===== src/rtl/mmu_pkg.sv =====
// ---------------------------------------------------------------------------
// mmu_pkg
// Shared definitions for the MMU-to-memory bridge: default widths, FIFO depth
// and the bridge FSM state encoding, plus a small decode helper.
// No ports (package).
// ---------------------------------------------------------------------------
package mmu_pkg;

  localparam int ADDR_W_DEF     = 14;
  localparam int DATA_W_DEF     = 64;
  localparam int FIFO_DEPTH_DEF = 4;

  typedef enum logic [2:0] {
    IDLE      = 3'd0,
    WRITE     = 3'd1,
    READ_REQ  = 3'd2,
    READ_WAIT = 3'd3,
    FIN       = 3'd4
  } state_t;

  // States in which a request is presented to the memory system.
  function automatic logic state_has_req(input state_t s);
    return (s == WRITE) || (s == READ_REQ);
  endfunction

endpackage


===== src/rtl/mmu_wr_fifo.sv =====
// ---------------------------------------------------------------------------
// mmu_wr_fifo
// Synchronous write-buffer FIFO. Pointers carry one extra wrap bit so that
// full/empty are told apart by comparing the MSBs. The head entry is shown
// combinationally on dout whenever the FIFO is not empty.
// Ports:
//   clk, rst    clock, asynchronous active-high reset
//   push, din   write an entry (ignored when full unless popping the same cycle)
//   pop         remove the head entry (ignored when empty)
//   dout        head entry
//   full, empty status flags
// ---------------------------------------------------------------------------
module mmu_wr_fifo #(
  parameter int WIDTH = 78,
  parameter int DEPTH = 4
) (
  input  logic             clk,
  input  logic             rst,
  input  logic             push,
  input  logic [WIDTH-1:0] din,
  input  logic             pop,
  output logic [WIDTH-1:0] dout,
  output logic             full,
  output logic             empty
);

  localparam int AW = $clog2(DEPTH);
  localparam logic [AW:0] PTR_ONE = {{AW{1'b0}}, 1'b1};

  logic [AW:0]      wr_ptr;
  logic [AW:0]      rd_ptr;
  logic [WIDTH-1:0] mem [DEPTH];
  logic             do_push;
  logic             do_pop;

  assign empty   = (wr_ptr == rd_ptr);
  assign full    = (wr_ptr[AW] != rd_ptr[AW]) && (wr_ptr[AW-1:0] == rd_ptr[AW-1:0]);
  assign do_pop  = pop & ~empty;
  // A full FIFO still accepts a push when the head leaves in the same cycle.
  assign do_push = push & (~full | do_pop);
  assign dout    = mem[rd_ptr[AW-1:0]];

  // Pointer update.
  always_ff @(posedge clk or posedge rst) begin
    if (rst) begin
      wr_ptr <= '0;
      rd_ptr <= '0;
    end else begin
      if (do_push) wr_ptr <= wr_ptr + PTR_ONE;
      if (do_pop)  rd_ptr <= rd_ptr + PTR_ONE;
    end
  end

  // Entry storage; cleared on reset so stale data never reaches the bus.
  always_ff @(posedge clk or posedge rst) begin
    if (rst) begin
      for (int i = 0; i < DEPTH; i++) mem[i] <= '0;
    end else if (do_push) begin
      mem[wr_ptr[AW-1:0]] <= din;
    end
  end

endmodule


===== src/rtl/mmu_mem_bridge.sv =====
// ---------------------------------------------------------------------------
// mmu_mem_bridge
// Converts the MMU's single-cycle port-B strobes into a req/ack memory
// transaction stream. Writes are buffered in a small FIFO; one read and one
// flush may be pending. Buffered writes always go out before a pending read
// (read-after-write safe) and before the flush-complete pulse.
// Ports:
//   clk, rst               clock, asynchronous active-high reset
//   enb, web, addrb, dinb  MMU port strobe (web=1 write, 0 read)
//   flsh                   MMU flush request strobe
//   doutb                  last read data returned by memory
//   mem_sys_fin            one-cycle flush-complete pulse
//   mem_req/we/addr/wdata  memory request, held until mem_ack
//   mem_ack                memory accepted the request
//   mem_rvalid, mem_rdata  read data return
//   cpu_stall              CPU hold while a program load is in flight
//   ovf_err                sticky: a write was dropped on a full FIFO
// All outputs are registers.
// ---------------------------------------------------------------------------
module mmu_mem_bridge
  import mmu_pkg::*;
#(
  parameter int FIFO_DEPTH = FIFO_DEPTH_DEF,
  parameter int ADDR_W     = ADDR_W_DEF,
  parameter int DATA_W     = DATA_W_DEF
) (
  input  logic              clk,
  input  logic              rst,
  input  logic              enb,
  input  logic              web,
  input  logic [ADDR_W-1:0] addrb,
  input  logic [DATA_W-1:0] dinb,
  input  logic              flsh,
  output logic [DATA_W-1:0] doutb,
  output logic              mem_sys_fin,
  output logic              mem_req,
  output logic              mem_we,
  output logic [ADDR_W-1:0] mem_addr,
  output logic [DATA_W-1:0] mem_wdata,
  input  logic              mem_ack,
  input  logic              mem_rvalid,
  input  logic [DATA_W-1:0] mem_rdata,
  output logic              cpu_stall,
  output logic              ovf_err
);

  localparam int ENTRY_W = ADDR_W + DATA_W;

  state_t              state;
  state_t              next_state;
  logic                wr_strobe;
  logic                rd_strobe;
  logic                pop;
  logic                push_ok;
  logic                drop;
  logic                fifo_full;
  logic                fifo_empty;
  logic [ENTRY_W-1:0]  fifo_head;
  logic [ADDR_W-1:0]   head_addr;
  logic [DATA_W-1:0]   head_data;
  logic                rd_pend;
  logic [ADDR_W-1:0]   rd_addr;
  logic [ADDR_W-1:0]   rd_addr_nxt;
  logic                fl_pend;

  assign wr_strobe   = enb & web;
  assign rd_strobe   = enb & ~web;
  assign pop         = (state == WRITE) & mem_ack;
  assign push_ok     = wr_strobe & (~fifo_full | pop);
  assign drop        = wr_strobe & fifo_full & ~pop;
  assign head_addr   = fifo_head[ENTRY_W-1:DATA_W];
  assign head_data   = fifo_head[DATA_W-1:0];
  // Address the read will carry after this edge (a newer read overwrites).
  assign rd_addr_nxt = rd_strobe ? addrb : rd_addr;

  mmu_wr_fifo #(
    .WIDTH (ENTRY_W),
    .DEPTH (FIFO_DEPTH)
  ) u_wr_fifo (
    .clk   (clk),
    .rst   (rst),
    .push  (push_ok),
    .din   ({addrb, dinb}),
    .pop   (pop),
    .dout  (fifo_head),
    .full  (fifo_full),
    .empty (fifo_empty)
  );

  // FSM state register.
  always_ff @(posedge clk or posedge rst) begin
    if (rst) state <= IDLE;
    else     state <= next_state;
  end

  // Next-state decode; IDLE arbitrates writes, then read, then flush.
  always_comb begin
    next_state = state;
    case (state)
      IDLE: begin
        if (!fifo_empty)  next_state = WRITE;
        else if (rd_pend) next_state = READ_REQ;
        else if (fl_pend) next_state = FIN;
        else              next_state = IDLE;
      end
      WRITE: begin
        if (mem_ack) next_state = IDLE;
        else         next_state = WRITE;
      end
      READ_REQ: begin
        if (mem_ack) next_state = READ_WAIT;
        else         next_state = READ_REQ;
      end
      READ_WAIT: begin
        if (mem_rvalid) next_state = IDLE;
        else            next_state = READ_WAIT;
      end
      FIN:     next_state = IDLE;
      default: next_state = IDLE;
    endcase
  end

  // Pending read tracking; a read strobe on the ack cycle keeps it pending.
  always_ff @(posedge clk or posedge rst) begin
    if (rst) begin
      rd_pend <= 1'b0;
      rd_addr <= '0;
    end else if (rd_strobe) begin
      rd_pend <= 1'b1;
      rd_addr <= addrb;
    end else if ((state == READ_REQ) && mem_ack) begin
      rd_pend <= 1'b0;
    end
  end

  // Pending flush; a flush arriving during FIN re-arms for a second pulse.
  always_ff @(posedge clk or posedge rst) begin
    if (rst)                fl_pend <= 1'b0;
    else if (flsh)          fl_pend <= 1'b1;
    else if (state == FIN)  fl_pend <= 1'b0;
  end

  // Memory-side request outputs, registered from the upcoming state so they
  // line up with the state they belong to.
  always_ff @(posedge clk or posedge rst) begin
    if (rst) begin
      mem_req   <= 1'b0;
      mem_we    <= 1'b0;
      mem_addr  <= '0;
      mem_wdata <= '0;
    end else begin
      mem_req <= state_has_req(next_state);
      mem_we  <= (next_state == WRITE);
      case (next_state)
        WRITE: begin
          mem_addr  <= head_addr;
          mem_wdata <= head_data;
        end
        READ_REQ: begin
          mem_addr  <= rd_addr_nxt;
          mem_wdata <= '0;
        end
        default: begin
          mem_addr  <= '0;
          mem_wdata <= '0;
        end
      endcase
    end
  end

  // Read data return, captured only while waiting for it.
  always_ff @(posedge clk or posedge rst) begin
    if (rst)                                   doutb <= '0;
    else if ((state == READ_WAIT) && mem_rvalid) doutb <= mem_rdata;
  end

  // Flush-complete pulse, high for the single FIN cycle.
  always_ff @(posedge clk or posedge rst) begin
    if (rst) mem_sys_fin <= 1'b0;
    else     mem_sys_fin <= (next_state == FIN);
  end

  // CPU stall: raised by accepted writes, released right after the FIN pulse.
  always_ff @(posedge clk or posedge rst) begin
    if (rst)                cpu_stall <= 1'b0;
    else if (push_ok)       cpu_stall <= 1'b1;
    else if (state == FIN)  cpu_stall <= 1'b0;
  end

  // Sticky overflow flag.
  always_ff @(posedge clk or posedge rst) begin
    if (rst)       ovf_err <= 1'b0;
    else if (drop) ovf_err <= 1'b1;
  end

endmodule


===== config.mk =====
export PLATFORM = sky130hd
export DESIGN_NAME = mmu_mem_bridge
export DESIGN_NICKNAME = d
export VERILOG_FILES = /design/src/rtl/mmu_pkg.sv /design/src/rtl/mmu_wr_fifo.sv /design/src/rtl/mmu_mem_bridge.sv
export SDC_FILE = /design/constraint.sdc
export NUM_CORES = 1
export LEC_CHECK = 0
export CAP_MARGIN = 40
export CORE_MARGIN = 8
export CORE_UTILIZATION = 40
export CTS_CLUSTER_SIZE = 8
export DETAILED_ROUTE_END_ITERATION = 8
export SETUP_SLACK_MARGIN = 0.1
export SYNTH_ARGS = -nofsm -noshare
export SYNTH_HDL_FRONTEND = slang
export SYNTH_SLANG_ARGS = --single-unit

===== constraint.sdc =====
create_clock -name clk -period 18.35 [get_ports clk]
set_input_delay 3.67 -clock clk [delete_from_list [all_inputs] [get_ports clk]]
set_output_delay 3.67 -clock clk [all_outputs]
set_load 0.1 [all_outputs]

# Word level (Yosys, flattened, before mapping)
# Cells that the tools add are included.
[word_totals] reg_bits=484 input_bits=149 word_cells=79
[op_classes] add_sub_neg=2 n_lt_le_gt_ge=3 eq_ne=10 muxes=21 bitwise_logic=16 n_reduce_logical=9
[op_table] op="$bwmux 312" count=1
[op_table] op="$mux 78" count=3
[op_table] op="$bmux 78 s2" count=1
[op_table] op="$demux 78 s2" count=1
[op_table] op="$mux 64" count=1
[op_table] op="$pmux 14 s2" count=1
[op_table] op="$mux 14" count=1
[op_table] op="$pmux 3 s4" count=1
[op_table] op="$eq 3x2->1 const B" count=3
[op_table] op="$mux 3" count=3
[op_table] op="$and 1x1->1" count=8
[op_table] op="$mux 1" count=7
[op_table] op="$add 3x1->3 const B" count=2
[op_table] op="$eq 3x1->1 const B" count=2
[op_table] op="$eq 3x3->1 const B" count=2
[op_table] op="$ge 3x3->1 const B" count=2
[op_table] op="$not 2->3" count=2
[op_table] op="$reduce_bool 2->1" count=3
[op_table] op="$logic_and 1x1->1" count=4
[op_table] op="$not 1->1" count=4
[op_table] op="$eq 3x3->1" count=1
[op_table] op="$logic_not 3->1" count=1
[op_table] op="$lt 3x1->1 const B" count=1
[op_table] op="$eq 2x2->1" count=1
[op_table] op="other kinds (4)" count=5

# Longest topological paths before layout
[depth] depth_word=6 ltp_mapped=8 ltp_nobuf=4

# Cells and area by module
# A second synthesis with hierarchy kept.
[unflattened] cells_unflattened=1163 area_unflattened_um2=19885.3
[modules_own_cells] mod="mmu_wr_fifo" instances=1 cells_per_inst=791 area_per_inst_um2=13899.6 seq_area_each_um2=7957.6
[modules_own_cells] mod="mmu_mem_bridge" instances=1 cells_per_inst=372 area_per_inst_um2=5985.7 seq_area_each_um2=4154.0

# Least setup slack after synthesis
# Ideal clock, no wire load.
[synth_timing] kind="in2reg" startpoint="in mem_ack" endpoint="reg u_wr_fifo.mem[10] (netlist bit)" t_arrival_ns=5.016 t_required_ns=18.225 slack_ns=13.208 cell_stages=7 path_buffers=3 path_cell_list="nand4bb_1 a41oi_4 and2_1 buf_6 buf_6 buf_12 mux2_4"
[synth_via] elab_chain_len=4 elab_cells_between_ends=6 classes_between="bitwise: 6"
[synth_rtl] element="start: declaration" line_no="mmu_mem_bridge.sv:40" rtl="input logic mem_ack,"
[synth_rtl] element="$and 1x1->1 (*)" line_no="mmu_mem_bridge.sv:68" rtl="assign pop = (state == WRITE) & mem_ack;"
[synth_rtl] element="$or 1x1->1 or $and 1x1->1 (tied branches)" line_no="mmu_mem_bridge.sv:69, mmu_wr_fifo.sv:38"
[synth_rtl] element="$and 1x1->1 or $or 1x1->1 (tied branches)" line_no="mmu_mem_bridge.sv:69, mmu_wr_fifo.sv:40"
[synth_rtl] element="$and 1x1->1 (*)" line_no="mmu_wr_fifo.sv:40" rtl="assign do_push = push & (~full | do_pop);"
[synth_rtl] element="end signal: indexed assignment" line_no="mmu_wr_fifo.sv:59" rtl="mem[wr_ptr[AW-1:0]] <= din;"
[synth_rtl] element="end: declaration" line_no="mmu_wr_fifo.sv:32" rtl="logic [WIDTH-1:0] mem [DEPTH];"
# Mark *: on every way between the ends. The rest lies on a longest branch, timed or not.
# A chain may end at the register's enable or synchronous reset.

# Worst setup path in the final report
[layout_timing] startpoint="in mem_ack" endpoint="reg u_wr_fifo.mem[232] (netlist bit)"
# Same word-level chain as after synthesis.

==> metrics.md <==
| Metric | Value |
|---|---|
| Area of the multi-input gates | 7420 sq um |
| Vias in the first global route | 13300 |
| Synth Area in XOR/XNOR | 0.515% |
| Fin util | 57.0% |
| Total CTS buffers | 70 |
| CTS tree | yes |
| Fillcell total | 3860 |
| Top cell type's share of synthesized area | 60.1% |
| Pwr Density | 221 nW/um^2 |
| Crit share post-route | 34.1% |
| Most instantiated cells after synthesis | dfrtp_1 (484), mux2_2 (321), mux4_2 (78) |
| Mux cell area share after synthesis | 31.9% |
| P_leak | 0.0122 uW |
| Cts-stage hold buffer count | 0 |
| Crit path from | mem_ack |
| Netlist Area Pre-Place | 20200 sq um |
| GP Congestion | 0.747 |
| Synth Area in Simple Gates | 3.03% |
| Area of the core | 50000 sq um |
| Slew HR | 34.3% |
| Post-Route WL | 50300 um |
| Post-Synth Adder-Cell Area | 0.310% |
| Die height | 240 um |
| Largest net degree at the start of global routing | 172 |
| Flip-flop and latch area | 12100 sq um |
| Maximum VDD drop | 128 uV |
| Initial antenna violation count | 9 |
| Worst path required time | 18.80 ns |
| Status | finished, final reports clean |
| Residual DRC | 0 |
| Drt first pass iters | 4 |
| DR vias | 11700 |
| Share of cells above drive strength 1 | 43.8% |
| Area grow syn2layout | 41.3% |
| Number of synthesized register bits | 484 |
| Mapped Cells | 1192 |
| Crit path max fanout | 41 |
| Crit path arrival time | 6.71 ns |
| Final Setup Violations | 0 |
| Most frequent cell after synthesis | dfrtp_1 |
| Post-cts sizing count | 0 |
| Worst skew pair latency | 0.57 ns |
| R2R setup slack | 14.99 ns |
| RSZ-0062 raised after global routing | false |
| H-tree lvl count | 3 |
| Drt initial violations | 600 |
| Synth Area in Compound Gates | 0.937% |
| Combinational family with the most area after synthesis | multiplexers |
| Final std cells w/o fill | 2335 |
| Initial Util | 40.3% |
| R2r startpoint | u_wr_fifo.rd_ptr[0] |
| Min Hold Slack | 0.490 ns |
| Final Hold Fails | 0 |
| I/O Pins | 296 |
| Fin crit period | 6.26 ns |
| GRT overflow | 0 |
| Hold Crit Depth | 1 |
| Worst setup EP type | flip-flop |
| First-pass GRT wire length | 79600 um |
| Post-CTS setup buffer count | 0 |
| Fin Setup TNS | 0 ns |
| Worst reg2reg path depth | 5 |
| Top cells by area, synth | dfrtp_1 (60%), mux2_2 (18%), mux4_2 (8.7%) |
| Max Clock Skew | 0.0220 ns |
| Slew Limit Fails | 0 |
| Worst Setup EP | u_wr_fifo.mem[232] |
| Rows | 82 |
| Vias per inst | 4.99 |
| Post-synth EDFFs | 0 |
| Max_cap viols | 0 |
| Num Clock Sinks | 484 |
| HPWL after DPL | 32000 um |
| Highest Clock Rate | 160 MHz |
| Commonest register cell after synthesis | dfrtp_1 |
| Placed cells | 2252 |
| Worst hold path class | reg2reg |
| Die X | 240 um |
| R2R Path End | u_wr_fifo.mem[232] |
| WS Path Type | in2reg |
| Longest Clk Path Bufs | 3 |
| Library cells used by synthesis | 39 |
| Nature of the critical path startpoint | input pin |
| Buffers on Ports | 295 |
| Total power | 6290 uW |
| Largest area contributor in the netlist | dfrtp_1 |
| Wire length per cell | 21.5 um |
| CTS clock-pin slew for the worst setup and hold paths | 0.05 ns |
| Post-DRT Antenna Nets | 0 |
| Syn_area_per_cell | 16.9 sq um |
| Gr usage total | 17.7% |
| Root buffer cell | clkbuf_16 |
| Yosys Warn Count | 0 |
| Final #Nets | 1806 |
| Post-synthesis sequential area ratio | 60.1% |
| Actual slew at the worst max-slew pin | 0.986 ns |
| Post-synthesis async set-or-reset flop share | 100% |
| Die area | 57800 sq um |
| Synth Net Count | 1346 |
## worst min path at each step
stage                  from      end  slack, ns
floorplan           fl_pend  fl_pend       0.45
global placement    ovf_err  ovf_err       0.47
detailed placement  ovf_err  ovf_err       0.46
CTS                 ovf_err  ovf_err       0.49
global route        ovf_err  ovf_err       0.51
finish              fl_pend  fl_pend       0.49
## layer usage
layer | GRT usage [%] | wire [um] | share of wire (%) | vias to the layer above
met2 | 29.4 | 24600 | 49 | 315
li1 | - | - | - | 5177
met4 | 4.58 | 758 | 1.5 | 16
met5 | 0 | 105 | 0.21 | -
met1 | 22.9 | 21100 | 42 | 6070
met3 | 4.54 | 3730 | 7.4 | 78
## stage by stage
| stage | instance area, sq um | setup WS, ns |
|---|---|---|
| after global placement | 23500 | 11.53 |
| after CTS | 28500 | 12.09 |
| after global routing | 28500 | 11.92 |
| after floorplan | 20200 | 1.17 |
| final | 28500 | 12.09 |
| after detailed placement | 26600 | 11.49 |
## report_power, final
part | internal, uW | switching, uW
Combinational | 1560 | 1730
Clock | 707 | 438
Sequential | 1580 | 272
Total | 3850 | 2440
## registers in the layout (all words and copies together) (netlist names)
name	cells
state	3
u_wr_fifo.wr_ptr	3
rd_addr	14
fl_pend	1
rd_pend	1
mem_wdata	64
mem_we	1
doutb	64
mem_sys_fin	1
cpu_stall	1
u_wr_fifo.rd_ptr	3
mem_req	1
ovf_err	1
mem_addr	14
u_wr_fifo.mem	312
## final cells by class
class / instances / area share [%]
timing repair buffer: 463 / 21.5
multi-input combinational: 614 / 26.1
tap: 672 / 2.95
sequential: 484 / 42.5
inverter: 19 / 0.277
clock inverter: 4 / 0.136
antenna: 2 / 0.0176
clock buffer: 77 / 6.54
## worst max-delay path: stages
cell             delay (ns)
clkdlybuf4s50_1        0.54
nand4bb_1              0.22
a41oi_4                0.39
and2_4                 0.70
buf_4                  0.71
mux2_2                 0.42
## placed cells by master (no fill, tap or decap), types with 2 or more instances in the layout
cell type,netlist,layout
dfrtp_1,484,482
mux2_2,321,321
clkdlybuf4s50_1,0,295
buf_8,3,96
mux4_2,78,78
clkbuf_16,0,74
mux2_4,70,70
nor2b_1,64,64
buf_16,0,58
inv_1,19,18
nand3_1,15,15
o22ai_1,14,14
buf_4,22,12
nand2_1,9,9
ha_1,5,5
and2_4,0,4
nor2_1,4,4
nand2b_1,4,3
xnor2_1,3,3
o21ai_0,3,3
clkbuf_1,17,3
diode_2,0,2
xor2_1,2,2
a21o_1,2,2
inv_6,0,2
buf_12,7,2
dfrtp_4,0,2
## cells by family after synthesis
family | count (synthesis)
flip-flops | 484
multiplexers | 470
AND/OR/NAND/NOR | 105
buffers and inverters | 94
AO/OA/AOI/OAI | 26
XOR/XNOR | 8
adder cells (fa/ha/maj) | 5
Note: power is estimated with default switching activity, not from simulation.
